===== src/rtl/check_pkg.sv =====
// Shared types for the check scheduler: FSM state encoding and checker count width.
// Purely declarative; no timing or flow-control behaviour.
package check_pkg;
  localparam int CHK_CNT_W = 4;

  typedef enum logic [2:0] {
    ST_IDLE,
    ST_CLEAR,
    ST_SHIFT,
    ST_DRAIN,
    ST_DONE
  } state_t;
endpackage


===== src/rtl/check_sched_rr_arb.sv =====
// Round-robin picker: lowest requester index at or after ptr wins, wrapping at N_REQ-1.
// Purely combinational, zero latency; never stalls.
module rr_arb #(
  parameter int N_REQ = 4,
  parameter int IW    = $clog2(N_REQ)
) (
  input  logic [N_REQ-1:0] req,
  input  logic [IW-1:0]    ptr,
  output logic [N_REQ-1:0] sel,
  output logic [IW-1:0]    sel_idx,
  output logic             any
);

  always_comb begin
    sel     = '0;
    sel_idx = '0;
    any     = 1'b0;
    for (int k = 0; k < N_REQ; k++) begin
      if (!any && req[(int'(ptr) + k) % N_REQ]) begin
        any                            = 1'b1;
        sel[(int'(ptr) + k) % N_REQ]   = 1'b1;
        sel_idx                        = IW'((int'(ptr) + k) % N_REQ);
      end
    end
  end

endmodule


===== src/rtl/check_sched.sv =====
// Shares one serial sequence checker among N_REQ requesters; grant-to-done = W + DRAIN + 2 cycles.
// chk_hold stalls the shift/drain phases indefinitely; requesters wait in round-robin order.
module check_sched
  import check_pkg::*;
#(
  parameter int N_REQ = 4,
  parameter int W     = 8,
  parameter int DRAIN = 2
) (
  input  logic                 clk,
  input  logic                 rst,
  input  logic [N_REQ-1:0]     req,
  input  logic [N_REQ*W-1:0]   req_data,
  output logic [N_REQ-1:0]     gnt,
  output logic [N_REQ-1:0]     done,
  output logic                 done_hit,
  output logic                 cnt_err,
  output logic                 busy,
  output logic                 chk_clr,
  output logic                 chk_num,
  input  logic                 chk_hold,
  input  logic [CHK_CNT_W-1:0] chk_cnt,
  input  logic                 chk_result
);

  localparam int IW         = $clog2(N_REQ);
  localparam int BW         = $clog2(W + 1);
  localparam int DW         = 3;
  localparam int DRAIN_LAST = (DRAIN > 0) ? DRAIN - 1 : 0;

  state_t           state_q, state_d;
  logic [IW-1:0]    ptr_q;
  logic [IW-1:0]    idx_q;
  logic [N_REQ-1:0] gnt_q;
  logic [W-1:0]     word_q;
  logic [BW-1:0]    bit_q;
  logic [DW-1:0]    drain_q;
  logic             hit_q;

  logic [N_REQ-1:0] arb_sel;
  logic [IW-1:0]    arb_idx;
  logic             arb_any;
  logic [W-1:0]     arb_word;

  rr_arb #(.N_REQ(N_REQ), .IW(IW)) u_arb (
    .req     (req),
    .ptr     (ptr_q),
    .sel     (arb_sel),
    .sel_idx (arb_idx),
    .any     (arb_any)
  );

  always_comb begin
    arb_word = '0;
    for (int i = 0; i < N_REQ; i++) begin
      if (IW'(i) == arb_idx) arb_word = req_data[i*W +: W];
    end
  end

  always_comb begin
    state_d = state_q;
    case (state_q)
      ST_IDLE:  if (arb_any) state_d = ST_CLEAR;
      ST_CLEAR: state_d = ST_SHIFT;
      ST_SHIFT: begin
        if (!chk_hold && bit_q == BW'(W - 1)) state_d = (DRAIN == 0) ? ST_DONE : ST_DRAIN;
      end
      ST_DRAIN: if (!chk_hold && drain_q == DW'(DRAIN_LAST)) state_d = ST_DONE;
      ST_DONE:  state_d = ST_IDLE;
      default:  state_d = ST_IDLE;
    endcase
  end

  // word_q doubles as the shift register: its MSB is always the bit on offer.
  always_ff @(posedge clk or posedge rst) begin
    if (rst) begin
      state_q <= ST_IDLE;
      ptr_q   <= '0;
      idx_q   <= '0;
      gnt_q   <= '0;
      word_q  <= '0;
      bit_q   <= '0;
      drain_q <= '0;
      hit_q   <= 1'b0;
    end else begin
      state_q <= state_d;
      case (state_q)
        ST_IDLE: begin
          if (arb_any) begin
            idx_q  <= arb_idx;
            gnt_q  <= arb_sel;
            word_q <= arb_word;
          end
        end
        ST_CLEAR: begin
          bit_q   <= '0;
          drain_q <= '0;
          hit_q   <= 1'b0;
        end
        ST_SHIFT: begin
          if (!chk_hold) begin
            bit_q  <= bit_q + 1'b1;
            word_q <= word_q << 1;
          end
          if (chk_result) hit_q <= 1'b1;
        end
        ST_DRAIN: begin
          if (!chk_hold) drain_q <= drain_q + 1'b1;
          if (chk_result) hit_q <= 1'b1;
        end
        ST_DONE: begin
          gnt_q <= '0;
          ptr_q <= (idx_q == IW'(N_REQ - 1)) ? '0 : idx_q + 1'b1;
        end
        default: ;
      endcase
    end
  end

  always_comb begin
    busy     = (state_q != ST_IDLE);
    chk_clr  = (state_q == ST_CLEAR);
    chk_num  = (state_q == ST_SHIFT) & word_q[W-1];
    gnt      = gnt_q;
    done     = (state_q == ST_DONE) ? gnt_q : '0;
    done_hit = (state_q == ST_DONE) & hit_q;
    cnt_err  = (state_q == ST_DONE) && (chk_cnt != CHK_CNT_W'(W));
  end

endmodule


===== config.mk =====
export PLATFORM = sky130hd
export DESIGN_NAME = check_sched
export DESIGN_NICKNAME = d
export VERILOG_FILES = /design/src/rtl/check_pkg.sv /design/src/rtl/check_sched_rr_arb.sv /design/src/rtl/check_sched.sv
export SDC_FILE = /design/constraint.sdc
export NUM_CORES = 1
export LEC_CHECK = 0
export BUFFER_PORTS_ARGS = -buffer_cell sky130_fd_sc_hd__buf_2
export CAP_MARGIN = 20
export CORE_AREA = 2 2 86 88
export DETAILED_ROUTE_END_ITERATION = 10
export DIE_AREA = 0 0 88 90
export SLEW_MARGIN = 30
export SYNTH_ARGS = -nofsm -noshare
export SYNTH_HDL_FRONTEND = slang
export SYNTH_SLANG_ARGS = --single-unit

===== constraint.sdc =====
create_clock -name clk -period 3.01 [get_ports clk]
set_clock_uncertainty 0.1 [all_clocks]
set_input_delay 0.301 -clock clk [delete_from_list [all_inputs] [get_ports clk]]
set_output_delay 0.301 -clock clk [all_outputs]
set_load 0.01 [all_outputs]

**After elaboration in Yosys (flattened, before gate mapping)**

Index checks and enable logic that the tools add are counted.

- Add/sub/neg operators: 6
- Order comparisons: 8
- Equal/unequal tests: 17
- Multiplexer cells: 52
- Bitwise logic cells: 8
- Reductions and logical operators: 33

Operators by type and width:

| operator | count |
|---|---|
| 8-bit two-way mux | 6 |
| 4-bit two-way mux | 7 |
| 1-bit two-way mux | 16 |
| 4-bit one-hot mux with 2 select lines | 2 |
| 8-bit one-hot mux with 2 select lines | 1 |
| 3-bit by 4-bit less-than comparator with 1-bit output, second input constant | 3 |
| 3-bit two-way mux | 4 |
| 4-bit OR | 3 |
| 3-bit one-hot mux with 4 select lines | 1 |
| 1-bit logical AND | 10 |
| 2-bit two-way mux | 5 |
| 2-bit != test, second input constant | 5 |
| 2-bit AND reduction | 5 |
| 2-bit nonzero test | 5 |
| 3-bit by 1-bit greater-or-equal comparator with 1-bit output, second input constant | 3 |
| 1-bit binary-select mux with 2-bit select | 4 |
| 1-bit demux with 2-bit select | 4 |
| 2-bit OR reduction | 4 |
| 3-bit by 1-bit equality test with 1-bit output, second input constant | 2 |
| 3-bit by 2-bit equality test with 1-bit output, second input constant | 2 |
| 3-bit one-hot mux with 2 select lines | 1 |
| 3-bit AND reduction | 2 |
| 2-bit by 1-bit adder with 2-bit output, second input constant | 2 |
| 2-bit adder, second input constant | 2 |
| 18 further kinds | 25 |

- Register bits: 27
- Bits of input ports: 44
- Output and inout bits: 13
- Word-level logic and storage cells: 132

**Depth between registers and ports, before layout**

Gate-level depths: netlist (run 1).

- Word-level depth: 21
- Gate-level depth with buffers: 12
- Gate-level depth less buffers: 9

**By module**

Synthesis (run 1) repeated with hierarchy kept, for this count alone.

- Cells, all modules: 188
- Area total of the unflattened synthesis: 1989.4 µm²

Modules (own cells, without submodules):

| module | instances | cells each | area each (µm²) | seq. area each (µm²) |
|---|---|---|---|---|
| check_sched | 1 | 143 | 1570.3 | 675.6 |
| rr_arb | 1 | 45 | 419.2 | 0.0 |

**Worst setup path before layout (run 1)**

OpenSTA, ideal clock, no wires.

- Path type: register to register
- Start: reg ptr_q[0]
- End: reg word_q[4]
- Data arrival time: 2.679 ns
- Data required time: 2.823 ns
- Setup slack: 0.144 ns
- Cell stages (with the launch flop): 13
- Buffers on the path: 3
- Period minus slack after synthesis: 2.866 ns
- Cell sequence: dfrtp_1 clkbuf_4 inv_1 ha_1 mux4_2 nor2b_4 o21ai_2 o21ai_2 buf_6 buf_12 mux2i_1 mux2_4 a211oi_2

- Word-level cells in the longest chain between the ends: 19

RTL lines:

| what | RTL line | text |
|---|---|---|
| start, declared | check_sched.sv:32 | `logic [IW-1:0] ptr_q;` |
| start signal, assigned | check_sched.sv:113 | `ptr_q <= (idx_q == IW'(N_REQ - 1)) ? '0 : idx_q + 1'b1;` |
| 2-bit by 1-bit adder with 2-bit output or 1-bit binary-select mux with 2-bit select (tied branches) | check_sched_rr_arb.sv:19, check_sched_rr_arb.sv:22 |  |
| 1-bit binary-select mux with 2-bit select or 1-bit two-way mux (tied branches) | check_sched_rr_arb.sv:19 | `if (!any && req[(int'(ptr) + k) % N_REQ]) begin` |
| 1-bit two-way mux (implied by the code) | check_sched_rr_arb.sv:19 |  |
| 1-bit two-way mux (implied by the code) or 1-bit logical NOT (tied branches) | check_sched_rr_arb.sv:19 |  |
| 1-bit logical AND | check_sched_rr_arb.sv:19 |  |
| 1-bit two-way mux | check_sched_rr_arb.sv:19 |  |
| 1-bit logical NOT | check_sched_rr_arb.sv:19 |  |
| 1-bit logical AND | check_sched_rr_arb.sv:19 |  |
| 1-bit two-way mux | check_sched_rr_arb.sv:19 |  |
| 1-bit logical NOT | check_sched_rr_arb.sv:19 |  |
| 1-bit logical AND | check_sched_rr_arb.sv:19 |  |
| 2-bit two-way mux | check_sched_rr_arb.sv:19 |  |
| 2-bit logical NOT | check_sched.sv:56 | `if (IW'(i) == arb_idx) arb_word = req_data[i*W +: W];` |
| 8-bit two-way mux (4 in series) | check_sched.sv:56 |  |
| 8-bit two-way mux | check_sched.sv:89 | `if (arb_any) begin` |
| 8-bit one-hot mux with 2 select lines | check_sched.sv:87 | `case (state_q)` |
| end signal, assigned | check_sched.sv:92 | `word_q <= arb_word;` |
| end signal, assigned | check_sched.sv:103 | `word_q <= word_q << 1;` |
| end, declared | check_sched.sv:35 | `logic [W-1:0] word_q;` |

Several ways; a longest one is shown, not always the timed one. The select of a mux whose other input is x is not followed.
A chain may end at the register's enable or synchronous reset.

**Worst setup path in the final report (run 1)**

- Start: reg ptr_q[1]
- End: reg word_q[7]

Same word-level chain as after synthesis.

==> out/metrics.cfg, run 1 <==
[setup_path]
worstPathArrival_ns=2.90
timing.rr.start=ptr_q[1]
cp.required_ns=3.11
rr_worst_depth=10
critical_path.startpoint=ptr_q[1]
r2r_slack_ns=0.21
r2r_end=word_q[7]
worst-path-max-fanout=17
setup.worst_path.start_class=flop
crit_path_end_kind=flop
crit_type=reg -> reg

[placed_design]
io_buffers=56
dp_hpwl_um=3593
gp_congestion=0.8222

[route]
drt-vias-per-instance=4.687
wl_um=4538
firstDrtPassIters=4
drc=0
vias=1720
antenna_left=0
wl_per_cell_um=12.37
drtIter0Drc=75

[cells_and_area]
fin_nets=325
area_growth_pct=20.86
layout-drive-gt1-share_pct=34.33
mostFrequentLayoutCell=buf_2
antennaDiodeCount=0
final_cell_mix=buf_2 (56), dfrtp_1 (27), nor2_1 (23)

[sta]
fin_crit_sh_pct=92.90
holdWs_ns=0.1861
slew_headroom_pct=55.12
drv_slew=0
maxClockFrequency_ghz=0.3576
min_period_ns=2.796
worstMarginPinSlew_ns=0.6707
finalSetupViolCount=0
final.setup.tns_ns=0
rsz0062_at_grt=no
hold_viol=0

[clocking]
clkTransAtPathRegs_ns=0.10
clk_latency_ns=0.28
clock_path_buffers=2
cts_tree=yes
cts_buffers=3
postCtsSetupRepairBufs=0
cts_root_buf=clkbuf_8
clock_sinks=27
htree_levels=1

[synthesis]
synth_nets=267
synth_largest_area_cell=dfrtp_1
yosysSeqAreaShare_pct=32.75
yosys_register_bits=27
syn_area_um2=2063
synth_edf_count=0
synthTopCellsByArea=dfrtp_1 (33%), mux2i_1 (8.2%), ha_1 (7.3%)
syn_inst=211
synth_cell_types=43
ys_dominant_reg_cell=dfrtp_1
yosysTopAreaCellShare_pct=32.75
yosysWarnings=0
async_reset_ff_share_pct=100.0
avgSynthCellArea_um2=9.778

[job]
maxCapViolCount=0

[status]
status=complete, no violations

[floorplanning]
fp.dieW_um=88
num_rows=31
ioPinCount=57
coreArea_um2=7020
start_util_pct=29.39
die_h_um=90
dieArea_um2=7920

[global_route]
grt_max_degree=28
first_global_vias=1719
grt_pass1_wl_um=7997
grt_overflow_total=0
grt_usage_pct=12.35
grt_antenna_before_repair=0

[min_path]
worstHoldEndpoint=hit_q
hold_path_class=in -> reg
whs_path_depth=3
hp-start=chk_result

[pwr]
powerDensity_nw_per_um2=860.9
p_leak_nw=1.161
vdd_ir_drop_max_mv=0.3782

==> cells in the mapped netlist, types with 2 or more instances <==
library cell and number:
o31ai_1 4, and3_1 6, nor2b_1 3, a211oi_2 4, xor2_1 2, buf_6 3, a221oi_1 5, mux2_4 4
a22oi_1 4, dfrtp_1 27, nand2b_1 3, o21ai_2 2, o21ai_0 7, mux2i_1 17, nand2_1 21, ha_1 12
inv_1 6, mux2_2 8, nor3_1 5, a21oi_1 6, and2_1 2, nand3_1 9, o21ai_1 3, clkbuf_1 3
o22ai_1 3, mux4_2 3, nor2_1 23
==> power by group <==
group / internal [W] / leakage, nW / switching (W) / total, W
Clock: 0.0000942 / 0.0217 / 0.000124 / 0.000218
Combinational: 0.000619 / 0.809 / 0.000683 / 0.00130
Sequential: 0.000509 / 0.331 / 0.000117 / 0.000626
==> per-stage QoR <==
| step | total power (W) | util [%] | instance area [um^2] | worst slack (ns) | instances |
|---|---|---|---|---|---|
| 2_1_floorplan | 0.001714 | - | 2063 | 0.1442 | 211 |
| 3_3_place_gp | 0.001923 | 34.57 | 2427 | 0.08636 | 362 |
| 3_5_place_dp | 0.001945 | 34.57 | 2427 | -0.07734 | 362 |
| 4_1_cts | 0.002177 | 35.52 | 2494 | 0.1792 | 367 |
| 5_1_grt | 0.002346 | 35.52 | 2494 | 0.005061 | 367 |
| 6_report | 0.002147 | 35.52 | 2494 | 0.2138 | 367 |
==> kinds of logic (layout without fill, tap and decap cells) <==
kind of cell | after synthesis | count (layout) | synth area share (%)
AND/OR/NAND/NOR | 80 | 80 | 19.10
AO/OA/AOI/OAI | 41 | 41 | 14.55
multiplexers | 34 | 34 | 20.62
flip-flops | 27 | 27 | 32.75
buffers and inverters | 15 | 72 | 4.851
adder cells (fa/ha/maj) | 12 | 12 | 7.277
XOR/XNOR | 2 | 2 | 0.8492
==> registers in the layout (all words and copies together), names as in the netlist <==
name and cells:
drain_q 3, word_q 8, idx_q 2, hit_q 1, ptr_q 2, gnt 4, state_q 3, bit_q 4
==> critical path: stages (launching register included) <==
cell      delay (ns)
dfrtp_1         0.40
inv_1           0.11
ha_1            0.38
mux4_2          0.33
buf_4           0.18
nor2b_4         0.19
o21ai_2         0.09
o21ai_4         0.26
mux2i_1         0.16
mux2_4          0.30
a211oi_2        0.21
==> worst max path at each step <==
stage | to | slack [ns] | cells past startpoint
after detailed placement | word_q[7] | -0.08 | 9
final | word_q[7] | 0.21 | 10
after floorplan | word_q[4] | 0.14 | 12
after global routing | word_q[7] | 0.005 | 9
after global placement | word_q[5] | 0.09 | 9
after CTS | word_q[7] | 0.18 | 10
==> layout make-up <==
cell class	instances	area, um^2
sequential	27	675.6
fill	736	4527
tap	99	123.9
inverter	6	22.52
timing repair buffer	62	327.8
clock inverter	1	7.507
clock buffer	3	41.29
multi-input combinational	169	1295
==> what timing repair did <==
item	4_1_cts	5_1_grt
setup endpoints to repair	5	0
hold buffers	1	0
gates resized for setup	1	0
endpoints found under the hold margin	27	0
==> routing by layer <==
layer	up-vias	wire, um	track usage (%)	share of wire [%]
li1	882	-	-	-
met1	794	2168	16.84	48
met2	40	2151	19.95	47
met3	4	158	1.561	3.5
met4	0	60	4.231	1.3
met5	-	0	0	0
Note: power is estimated with default switching activity, not from simulation.
==> run 2: changes to the inputs <==
==> constraint.sdc (replaced) <==
create_clock -name clk -period 3.01 [get_ports clk]
set_clock_uncertainty 0.1 [all_clocks]
set_input_delay 0.602 -clock clk [delete_from_list [all_inputs] [get_ports clk]]
set_output_delay 0.602 -clock clk [all_outputs]
set_load 0.01 [all_outputs]
==> out/metrics.cfg, run 2 (synthesis gave the netlist of run 1 again) <==
[floorplanning]
ioPinCount=57  ; unchanged
start_util_pct=29.39  ; unchanged
num_rows=31  ; unchanged
dieArea_um2=7920  ; unchanged
die_h_um=90  ; unchanged
fp.dieW_um=88  ; unchanged
coreArea_um2=7020  ; unchanged

[sta]
holdWs_ns=0.2669  ; +0.08078 ns
min_period_ns=2.821  ; +0.02509 ns
hold_viol=0  ; unchanged
maxClockFrequency_ghz=0.3545  ; -0.89%
fin_crit_sh_pct=93.73  ; +0.83 points
final.setup.tns_ns=0  ; unchanged
finalSetupViolCount=0  ; unchanged
worstMarginPinSlew_ns=0.6545  ; -0.01627 ns
slew_headroom_pct=56.20  ; +1.1 points
rsz0062_at_grt=no
setup_slack_ns=0.1887  ; -0.02509 ns
drv_slew=0  ; unchanged

[cells_and_area]
fin_nets=326  ; +0.31%
area_growth_pct=21.10
largest_register=word_q
fin_util_pct=35.59  ; +0.071 points
antennaDiodeCount=0  ; unchanged
multi_input_area_um2=1295  ; unchanged
largest_reg_flops=8  ; unchanged
seq_area_um2=675.6  ; unchanged
final_cell_mix=buf_2 (56), dfrtp_1 (27), nor2_1 (23)
design_area_um2=2499  ; +0.20%
layout-drive-gt1-share_pct=34.94  ; +0.62 points
mostFrequentLayoutCell=buf_2
fillCellCount=716  ; -2.7%

[global_route]
grt_pass1_wl_um=7534  ; -5.8%
first_global_vias=1665  ; -3.1%
grt_max_degree=28  ; unchanged
grt_antenna_before_repair=0  ; unchanged
grt_overflow_total=0  ; unchanged
grt_usage_pct=11.45  ; -0.90 points

[route]
drc=0  ; unchanged
drtIter0Drc=79  ; +5.3%
antenna_left=0  ; unchanged
vias=1769  ; +2.8%
wl_um=4414  ; -2.7%
drt-vias-per-instance=4.807  ; +2.6%
firstDrtPassIters=4  ; unchanged
wl_per_cell_um=11.99  ; -3.0%

[setup_path]
r2r_end=word_q[5]
cp.required_ns=3.11  ; about the same
setup.worst_path.start_class=flop
worstPathArrival_ns=2.92  ; +0.02 ns
timing.rr.start=ptr_q[1]
rr_worst_depth=9  ; -1
crit_path_end_kind=flop
worst-path-max-fanout=9  ; -8
r2r_slack_ns=0.19  ; -0.03 ns
crit_type=reg -> reg

[clocking]
clkTransAtPathRegs_ns=0.10  ; about the same
hold_buffers=0  ; -1
htree_levels=1  ; unchanged
cts_tree=yes
cts_root_buf=clkbuf_8
postCtsSetupRepairBufs=0  ; unchanged
clk_latency_ns=0.28  ; about the same
cts_buffers=3  ; unchanged
clock_path_buffers=2  ; unchanged
clock_sinks=27  ; unchanged
ctsResizeCount=1  ; unchanged

[status]
status=complete, no violations

[job]
maxCapViolCount=0  ; unchanged

[placed_design]
place_area_um2=2442  ; +0.62%
dp_hpwl_um=3414  ; -5.0%
gp_congestion=0.7961  ; -3.2%
io_buffers=56  ; unchanged
place_ws_ns=-0.1342  ; -0.05690 ns

[pwr]
vdd_ir_drop_max_mv=0.3717  ; -1.7%
p_leak_nw=1.166  ; +0.42%
powerDensity_nw_per_um2=863.3  ; +0.29%

[min_path]
hold_path_class=in -> async

-- run 2: how the worst max path moves through the flow --
stage	start	endpoint	slack, ns
floorplan	ptr_q[0]	word_q[4]	0.14
global placement	req[1]	word_q[5]	-0.02
detailed placement	req[1]	word_q[6]	-0.13
CTS	ptr_q[1]	word_q[5]	0.18
global route	ptr_q[1]	word_q[4]	0.05
finish	ptr_q[1]	word_q[5]	0.19
-- run 2: per-layer routing --
layer / wire (um) / part of all wire (%) / up-vias / GRT usage (%)
met5: 0 / 0 / - / 0
met4: 46 / 1.0 / 0 / 3.333
met3: 205 / 4.6 / 4 / 1.928
met2: 2082 / 47 / 49 / 18.24
met1: 2080 / 47 / 835 / 15.80
li1: - / - / 881 / -
-- run 2: per-stage QoR --
step	power, W	std cells
after floorplan	0.001714	211
after global placement	0.001934	364
after detailed placement	0.001951	364
after CTS	0.002179	368
after global routing	0.002363	368
final	0.002157	368
-- run 2: critical path, cell delays in order (launching register included) --
cell	delay, ns
dfrtp_1	0.42
inv_1	0.07
ha_1	0.37
mux4_2	0.38
buf_4	0.19
nor3_2	0.19
and2_1	0.32
o21ai_4	0.18
mux2_4	0.33
a211oi_2	0.21
-- run 2: final cells by class --
type / count / share of cell area (%)
Timing Repair Buffer: 63 / 13.32
Clock inverter: 1 / 0.3005
Multi-Input combinational cell: 169 / 51.83
Tap cell: 99 / 4.957
Clock buffer: 3 / 1.652
Inverter: 6 / 0.9014
Sequential cell: 27 / 27.04
-- run 2: power breakdown --
| group | internal (W) | switching, W | total [W] |
|---|---|---|---|
| registers | 0.000509 | 0.000120 | 0.000629 |
| clock network | 0.0000941 | 0.000120 | 0.000214 |
| logic | 0.000630 | 0.000684 | 0.00131 |
